### src/rtl/pipeline_fg_fetch.sv
// Foreground pixel fetch: fixed-latency SRAM read pipeline plus a 4-entry capture write FIFO.
// Optional build macro FG_FETCH_BOUNDS_CHECK_EN suppresses reads for out-of-frame requests.
module pipeline_fg_fetch #(
    parameter int PIXEL_SIZE                   = 16,
    parameter int PRECISION                    = 11,
    parameter int RESOLUTION_X                 = 800,
    parameter int RESOLUTION_Y                 = 600,
    parameter int ADDR_WIDTH                   = 19,
    parameter int SRAM_READ_LATENCY            = 2,
    parameter int FOREGROUND_FETCH_CYCLE_DELAY = 5
) (
    input  logic                        clk,
    input  logic                        rst,
    input  logic signed [PRECISION:0]   fg_pixel_request_x,
    input  logic signed [PRECISION:0]   fg_pixel_request_y,
    input  logic                        fg_pixel_request_active,
    output logic [PIXEL_SIZE-1:0]       fg_pixel_in,
    output logic                        fg_pixel_ready,
    input  logic [PIXEL_SIZE-1:0]       cap_pixel,
    input  logic [PRECISION-1:0]        cap_x,
    input  logic [PRECISION-1:0]        cap_y,
    input  logic                        cap_valid,
    input  logic                        ctrl_fg_freeze,
    output logic                        cap_overflow,
    output logic [ADDR_WIDTH-1:0]       sram_addr,
    output logic                        sram_re,
    output logic                        sram_we,
    output logic [PIXEL_SIZE-1:0]       sram_wdata,
    input  logic [PIXEL_SIZE-1:0]       sram_rdata
);
    // Valid line spans read issue up to the cycle before ready; PAD aligns read data to it.
    localparam int VL  = FOREGROUND_FETCH_CYCLE_DELAY - 1;
    localparam int PAD = FOREGROUND_FETCH_CYCLE_DELAY - SRAM_READ_LATENCY - 2;

    function automatic logic [ADDR_WIDTH-1:0] calc_addr(input logic [ADDR_WIDTH-1:0] x,
                                                        input logic [ADDR_WIDTH-1:0] y);
        return y * ADDR_WIDTH'(RESOLUTION_X) + x;
    endfunction

    logic                  req_fire_s;
    logic                  req_valid_r;
    logic [ADDR_WIDTH-1:0] req_addr_r;
    logic [VL-1:0]         vline_r;
    logic [PIXEL_SIZE-1:0] rdata_aligned_s;

    logic [ADDR_WIDTH-1:0] fifo_addr_r [4];
    logic [PIXEL_SIZE-1:0] fifo_data_r [4];
    logic [1:0]            wr_ptr_r;
    logic [1:0]            rd_ptr_r;
    logic [2:0]            count_r;
    logic                  push_req_s;
    logic                  push_s;
    logic                  pop_s;

`ifdef FG_FETCH_BOUNDS_CHECK_EN
    localparam logic signed [PRECISION:0] RES_X_S = (PRECISION+1)'(RESOLUTION_X);
    localparam logic signed [PRECISION:0] RES_Y_S = (PRECISION+1)'(RESOLUTION_Y);
    assign req_fire_s = fg_pixel_request_active
                        && !fg_pixel_request_x[PRECISION] && (fg_pixel_request_x < RES_X_S)
                        && !fg_pixel_request_y[PRECISION] && (fg_pixel_request_y < RES_Y_S);
`else
    assign req_fire_s = fg_pixel_request_active;
`endif

    // Request register, valid delay line and ready/pixel output registers
    always_ff @(posedge clk or posedge rst) begin
        if (rst) begin
            req_valid_r    <= 1'b0;
            req_addr_r     <= '0;
            vline_r        <= '0;
            fg_pixel_ready <= 1'b0;
            fg_pixel_in    <= '0;
        end else begin
            req_valid_r    <= req_fire_s;
            if (req_fire_s) begin
                req_addr_r <= calc_addr(ADDR_WIDTH'(fg_pixel_request_x), ADDR_WIDTH'(fg_pixel_request_y));
            end
            vline_r        <= {vline_r[VL-2:0], req_fire_s};
            fg_pixel_ready <= vline_r[VL-1];
            if (vline_r[VL-1]) begin
                fg_pixel_in <= rdata_aligned_s;
            end
        end
    end

    generate
        if (PAD == 0) begin : g_nopad
            assign rdata_aligned_s = sram_rdata;
        end else begin : g_pad
            logic [PIXEL_SIZE-1:0] pad_r [PAD];
            // Read-data pad pipeline
            always_ff @(posedge clk or posedge rst) begin
                if (rst) begin
                    for (int i = 0; i < PAD; i++) pad_r[i] <= '0;
                end else begin
                    pad_r[0] <= sram_rdata;
                    for (int i = 1; i < PAD; i++) pad_r[i] <= pad_r[i-1];
                end
            end
            assign rdata_aligned_s = pad_r[PAD-1];
        end
    endgenerate

    // Reads own the SRAM port; a write drains only in a read-free cycle.
    assign push_req_s = cap_valid && !ctrl_fg_freeze;
    assign pop_s      = !req_valid_r && (count_r != 3'd0);
    assign push_s     = push_req_s && ((count_r != 3'd4) || pop_s);

    // Capture write FIFO and sticky overflow flag
    always_ff @(posedge clk or posedge rst) begin
        if (rst) begin
            for (int i = 0; i < 4; i++) begin
                fifo_addr_r[i] <= '0;
                fifo_data_r[i] <= '0;
            end
            wr_ptr_r     <= 2'd0;
            rd_ptr_r     <= 2'd0;
            count_r      <= 3'd0;
            cap_overflow <= 1'b0;
        end else begin
            if (push_s) begin
                fifo_addr_r[wr_ptr_r] <= calc_addr(ADDR_WIDTH'(cap_x), ADDR_WIDTH'(cap_y));
                fifo_data_r[wr_ptr_r] <= cap_pixel;
                wr_ptr_r              <= wr_ptr_r + 2'd1;
            end
            if (pop_s) begin
                rd_ptr_r <= rd_ptr_r + 2'd1;
            end
            case ({push_s, pop_s})
                2'b10:   count_r <= count_r + 3'd1;
                2'b01:   count_r <= count_r - 3'd1;
                default: count_r <= count_r;
            endcase
            if (push_req_s && !push_s) begin
                cap_overflow <= 1'b1;
            end
        end
    end

    assign sram_re = req_valid_r;
    assign sram_we = pop_s;

    // SRAM address/data mux
    always_comb begin
        sram_addr  = '0;
        sram_wdata = '0;
        if (req_valid_r) begin
            sram_addr = req_addr_r;
        end else if (pop_s) begin
            sram_addr  = fifo_addr_r[rd_ptr_r];
            sram_wdata = fifo_data_r[rd_ptr_r];
        end else begin
            sram_addr  = '0;
            sram_wdata = '0;
        end
    end
endmodule

### config.mk
export PLATFORM = sky130hd
export DESIGN_NAME = pipeline_fg_fetch
export DESIGN_NICKNAME = d
export VERILOG_FILES = /design/src/rtl/pipeline_fg_fetch.sv
export SDC_FILE = /design/constraint.sdc
export NUM_CORES = 1
export LEC_CHECK = 0
export CAP_MARGIN = 15
export CORE_MARGIN = 1.5
export CORE_UTILIZATION = 55
export DETAILED_ROUTE_END_ITERATION = 8
export PLACE_DENSITY = 0.84
export SLEW_MARGIN = 5
export SYNTH_ARGS = -nofsm -noshare
export SYNTH_HDL_FRONTEND = slang
export SYNTH_SLANG_ARGS = --single-unit
### constraint.sdc
create_clock -name clk -period 16.43 [get_ports clk]
set_input_delay 4.1075 -clock clk [delete_from_list [all_inputs] [get_ports clk]]
set_output_delay 4.1075 -clock clk [all_outputs]
set_load 0.05 [all_outputs]
### Word level (Yosys, flattened, before mapping)

Index checks and enable logic that the tools add are counted.

| storage, ports and cells | value |
|---|---|
| register bits after elaboration | 205 |
| output and inout port bits | 55 |
| logic and storage cells | 62 |

| operators by class | value |
|---|---|
| add/sub/neg operators | 6 |
| multiply operators | 2 |
| order comparisons | 3 |
| eq/ne operators | 3 |
| mux-type cells | 17 |
| bitwise gates (word level) | 2 |
| reduce and logical (&&, ||, !) cells | 11 |

Operators by type and width:

| kind | number |
|---|---|
| 2-to-1 mux 19 bit | 5 |
| 2-to-1 mux 16 bit | 5 |
| bitwise mux 76 bit | 1 |
| bitwise mux 64 bit | 1 |
| binary-select mux 19 bit (select 2 bit) | 1 |
| demux 19 bit (select 2 bit) | 1 |
| binary-select mux 16 bit (select 2 bit) | 1 |
| demux 16 bit (select 2 bit) | 1 |
| adder 19 x 11 -> 19 bit | 1 |
| adder 19 bit | 1 |
| multiplier 19 x 5 -> 14 bit (second input constant) | 1 |
| multiplier 11 x 5 -> 14 bit (second input constant) | 1 |
| >= comparator 3 bit (second input constant) | 2 |
| inverter 2 -> 3 bit | 2 |
| case mux 3 bit (2 select lines) | 1 |
| logical AND 1 bit | 5 |
| adder 2 x 1 -> 2 bit (second input constant) | 2 |
| adder 3 x 1 -> 3 bit (second input constant) | 1 |
| logical NOT 1 bit | 3 |
| less-than comparator 3 x 1 -> 1 bit (second input constant) | 1 |
| inequality test 3 bit (second input constant) | 1 |
| nonzero test 3 bit | 1 |
| subtractor 3 x 1 -> 3 bit (second input constant) | 1 |
| == test 2 x 1 -> 1 bit (second input constant) | 1 |
| other kinds (3) | 3 |

### Longest topological paths before layout

| depth | value |
|---|---|
| depth after elaboration | 6 |
| gate-level depth with buffers | 17 |
| depth with buffers taken out | 17 |

### Least setup slack after synthesis

Ideal clock, no wire load.

| timing | value |
|---|---|
| path kind | input to register |
| start | input port cap_y[3] |
| end | register fifo_addr_r[17] (netlist name) |
| arrival time | 7254 ps |
| required time | 16303 ps |
| setup slack | 9049 ps |
| stages | 13 |
| path through | ha_1 > ha_1 > inv_1 > fa_1 > inv_1 > ha_1 > o21ai_0 > a21oi_1 > o311a_2 > or4_4 > a211oi_2 > xor2_1 > mux2_1 |

| between the ends | value |
|---|---|
| cells in the longest elaborated chain, start to end | 3 |

RTL lines:

| element | RTL line | RTL |
|---|---|---|
| start: declaration | 21 | `input logic [PRECISION-1:0] cap_y,` |
| multiplier 11 x 5 -> 14 bit | 37 | `return y * ADDR_WIDTH'(RESOLUTION_X) + x;` |
| adder 19 x 11 -> 19 bit | 37 |  |
| bitwise mux 76 bit | 122 | `fifo_addr_r[wr_ptr_r] <= calc_addr(ADDR_WIDTH'(cap_x), ADDR_WIDTH'(cap_y));` |
| end signal: indexed assignment | 122 |  |
| end: declaration | 46 | `logic [ADDR_WIDTH-1:0] fifo_addr_r [4];` |

Every way passes these cells.
A chain may end at the register's enable or synchronous reset.

### Worst setup path after layout

| timing | value |
|---|---|
| start | input port fg_pixel_request_y[2] |
| end | register req_addr_r[18] |

| between the ends | value |
|---|---|
| cells in the longest elaborated chain, start to end | 2 |

RTL lines:

| element | RTL line | RTL |
|---|---|---|
| start: declaration | 15 | `input logic signed [PRECISION:0] fg_pixel_request_y,` |
| multiplier 19 x 5 -> 14 bit | 37 |  |
| adder 19 bit | 37 |  |
| end signal: assignment | 76 | `req_addr_r <= calc_addr(ADDR_WIDTH'(fg_pixel_request_x), ADDR_WIDTH'(fg_pixel_request_y));` |
| end: declaration | 42 | `logic [ADDR_WIDTH-1:0] req_addr_r;` |

Every way passes these cells.

==> results.sh <==
export IMPL_synth_async_sr_flop_share_pct=100.0
export IMPL_reg2reg_slack_ns=13.40
export IMPL_setup_violations=0
export IMPL_cts_made_buffers=21
export IMPL_dr_pass1_iters=4
export IMPL_wl_um=22760
export IMPL_yosys_area_top_type_share_pct=45.44
export IMPL_min_path_cells=0
export IMPL_min_path_type="register to register"
export IMPL_synth_cells=893
export IMPL_fmax_mhz=131.3
export IMPL_rr_worst_depth=5
export IMPL_place_area_um2=12870
export IMPL_synth_most_common_cell="dfrtp_1"
export IMPL_finalHoldViolCount=0
export IMPL_worstReg2RegStart="vline_r[0]"
export IMPL_rows=52
export IMPL_drc_errors=0
export IMPL_num_vias=7252
export IMPL_final_layout_size_suffix_gt1_share_pct=21.87
export IMPL_min_from="vline_r[1]"
export IMPL_synth_commonest_cells="204 x dfrtp_1, 140 x mux2_2, 85 x ha_1"
export IMPL_postRouteAntennaNets=0
export IMPL_synth_fp_nets=1078
export IMPL_grt_overflow=0
export IMPL_ys_flop_type="dfrtp_1"
export IMPL_crit_path_cell_trace="clkdlybuf4s50_1 -> ha_1 -> ha_1 -> fa_1 -> ha_1 -> a21o_1 -> a21oi_1 -> o21bai_1 -> a21oi_1 -> xnor2_1 -> ha_1 -> nor2_1 -> nand2_1 -> o221ai_1 -> o21ai_0 -> xnor2_1 -> a21oi_1"
export IMPL_clockBufferDepth=3
export IMPL_synth_cell_types=58
export IMPL_maxCapViolCount=0
export IMPL_dieArea_um2=21290
export IMPL_hold_end="vline_r[2]"
export IMPL_maxSlewViolCount=0
export IMPL_p_int_mw=1.563
export IMPL_ctsHoldBuffers=0
export IMPL_critPathTopFamily="adder cells"
export IMPL_fin_crit_sh_pct=46.35
export IMPL_p_clk_share_pct=20.0
export IMPL_path_max_fanout=4
export IMPL_met3_usage_pct=2.100
export IMPL_antenna_found_initial=0
export IMPL_antenna_cells=0
export IMPL_crit_slowest_cell="clkdlybuf4s50_1"
export IMPL_reg2reg_to="fifo_data_r[24]"
export IMPL_finish_instance_area_um2=13580
export IMPL_syn_to_final_growth_pct=20.93
export IMPL_gp_congestion=0.8172
export IMPL_synth_area_leaders="dfrtp_1 45%, mux2_2 14%, ha_1 9.5%"
export IMPL_cts_tree="built"
export IMPL_cts_root_buf="clkbuf_16"
export IMPL_grt_met2_usage_pct=38.21
export IMPL_hpwl_um=15970
export IMPL_path_class="input pin to register"
export IMPL_crit_path_max_incr_delay_ns=0.47
export IMPL_power_frac_comb_pct=46.3
export IMPL_worstSetupEndpointType="register"
export IMPL_ys_seq_area_share_pct=45.44
export IMPL_nets=1210
export IMPL_critPathBufInv=1
export IMPL_wl_per_cell_um=17.40
export IMPL_cts_sinks=204
export IMPL_fin_util_pct=67.57
export IMPL_start_util_pct=55.88
export IMPL_grtUsageMet1_pct=30.78
export IMPL_yosysWarningCount=0
export IMPL_p_leak_nw=6.090
export IMPL_syn_area_um2=11230
export IMPL_ios=138
export IMPL_vias_per_cell=5.544
export IMPL_pwr_share_seq_pct=33.7
export IMPL_grt_pass1_vias=7815
export IMPL_cp_required_ns=16.80
export IMPL_ir_drop_mv=0.1096
export IMPL_core_area_um2=20100
export IMPL_ys_seq_elements=204
export IMPL_status="finished, final reports clean"
export IMPL_syn_area_per_cell_um2=12.58
export IMPL_grt_use_total_pct=22.36
export IMPL_nFillCells=1445
export IMPL_fin_crit_ns=7.615
export IMPL_sw_frac_of_total_pct=36.69
export IMPL_top_usage_layer="met2"
export IMPL_power_density_nw_per_um2=181.7
export IMPL_rsz0062_at_grt="false"
export IMPL_cts_setup_buffers=0
export IMPL_drt_iter0_markers=305
export IMPL_tightest_slew_ns=0.9423
export IMPL_tns_ns=0
export IMPL_p_switching_mw=0.9056
export IMPL_clk_latency_ns=0.50
export IMPL_port_buffers=137
export IMPL_yosys_area_top_type="dfrtp_1"
export IMPL_clkTransAtPathRegs_ns=0.06
export IMPL_grt_pass1_wl_um=38640
export IMPL_die_height_um=145.9
export IMPL_cts_resized=0
export IMPL_h_tree_depth=1
export IMPL_startpoint_type="input pin"
export IMPL_crit_top_cell="ha_1"
export IMPL_die_x_um=145.9
export IMPL_grt_max_degree=140
export IMPL_relSlewSlack_pct=37.18
export IMPL_synth_edf_count=0
export IMPL_arrival_ns=7.98
export IMPL_clock_skew_ns=0.02032
==> flip-flops by register name (all words and copies together), names as in the netlist, 2 cells and up <==
name,count
vline_r,4
rd_ptr_r,2
fifo_addr_r,76
fg_pixel_in,16
req_addr_r,19
g_pad.pad_r,16
wr_ptr_r,2
fifo_data_r,64
count_r,3
==> per-layer routing <==
| metal | routed length [um] | vias up |
|---|---|---|
| li1 | - | 3421 |
| met2 | 11230 | 140 |
| met5 | 0 | - |
| met4 | 423 | 0 |
| met3 | 873 | 37 |
| met1 | 10230 | 3654 |
==> worst max-delay path by stage <==
| stage | startpoint | to | slack, ns | depth (start not counted) |
|---|---|---|---|---|
| 6_report | fg_pixel_request_y[2] | req_addr_r[18] | 8.81 | 17 |
| 4_1_cts | rd_ptr_r[0] | sram_addr[17] | 8.83 | 4 |
| 3_3_place_gp | fg_pixel_request_y[2] | req_addr_r[18] | 8.41 | 17 |
| 5_1_grt | fg_pixel_request_y[2] | req_addr_r[18] | 8.56 | 17 |
| 3_5_place_dp | fg_pixel_request_y[2] | req_addr_r[17] | 8.33 | 17 |
| 2_1_floorplan | rst | cap_overflow | 6.76 | 1 |
==> layout by cell type, fill, tap and decap left out, drive strengths merged, types with 7 or more instances in the layout <==
cell type | Yosys | layout
nor2 | 27 | 27
a21oi | 24 | 24
mux4 | 35 | 35
a21o | 8 | 8
a22o | 19 | 19
fa | 17 | 17
clkdlybuf4s50 | 0 | 137
mux2 | 141 | 141
ha | 85 | 85
o21ai | 32 | 32
nor3 | 7 | 7
nor2b | 10 | 10
xnor2 | 32 | 32
xor2 | 14 | 14
nand2 | 37 | 37
buf | 11 | 8
dfrtp | 204 | 204
clkbuf | 25 | 31
and2 | 18 | 18
inv | 81 | 82
==> cells by family (layout without fill, tap and decap cells) <==
family | Yosys count | count (layout) | synth area share [%]
flops | 204 | 204 | 45.44
xor+xnor | 46 | 46 | 3.587
mux | 180 | 180 | 21.51
simple gates | 118 | 118 | 5.235
buf+inv | 117 | 262 | 4.054
compound gates | 126 | 126 | 7.674
fa+ha+maj | 102 | 102 | 12.50
==> stage by stage <==
stage | setup slack, ns | power, mW | instances | hold slack [ns]
floorplan | 6.755 | 1.666 | 893 | 0.3312
global placement | 8.410 | 1.935 | 1272 | 0.3320
detailed placement | 8.334 | 1.979 | 1272 | 0.3379
CTS | 8.835 | 2.483 | 1308 | 0.3518
global route | 8.558 | 2.616 | 1308 | 0.3678
finish | 8.815 | 2.468 | 1308 | 0.3507
==> power groups by stage <==
stage / registers, mW / logic (mW) / clock network, mW
after floorplan: 0.793 / 0.873 / 0
after detailed placement: 0.840 / 1.14 / 0
after CTS: 0.834 / 1.15 / 0.500
after global routing: 0.861 / 1.23 / 0.520
after global placement: 0.826 / 1.11 / 0
final: 0.833 / 1.14 / 0.493
==> cell type report <==
cell class	instances	area [um^2]	share of cell area, %
Multi-Input combinational cell	572	5680	41.82
Sequential cell	204	5106	37.59
Timing Repair Buffer	145	1431	10.54
Clock buffer	31	613.1	4.513
Tap cell	270	337.8	2.487
Inverter	81	311.5	2.293
Clock inverter	5	103.9	0.7645
No activity file was read; power rests on OpenSTA's default activity.
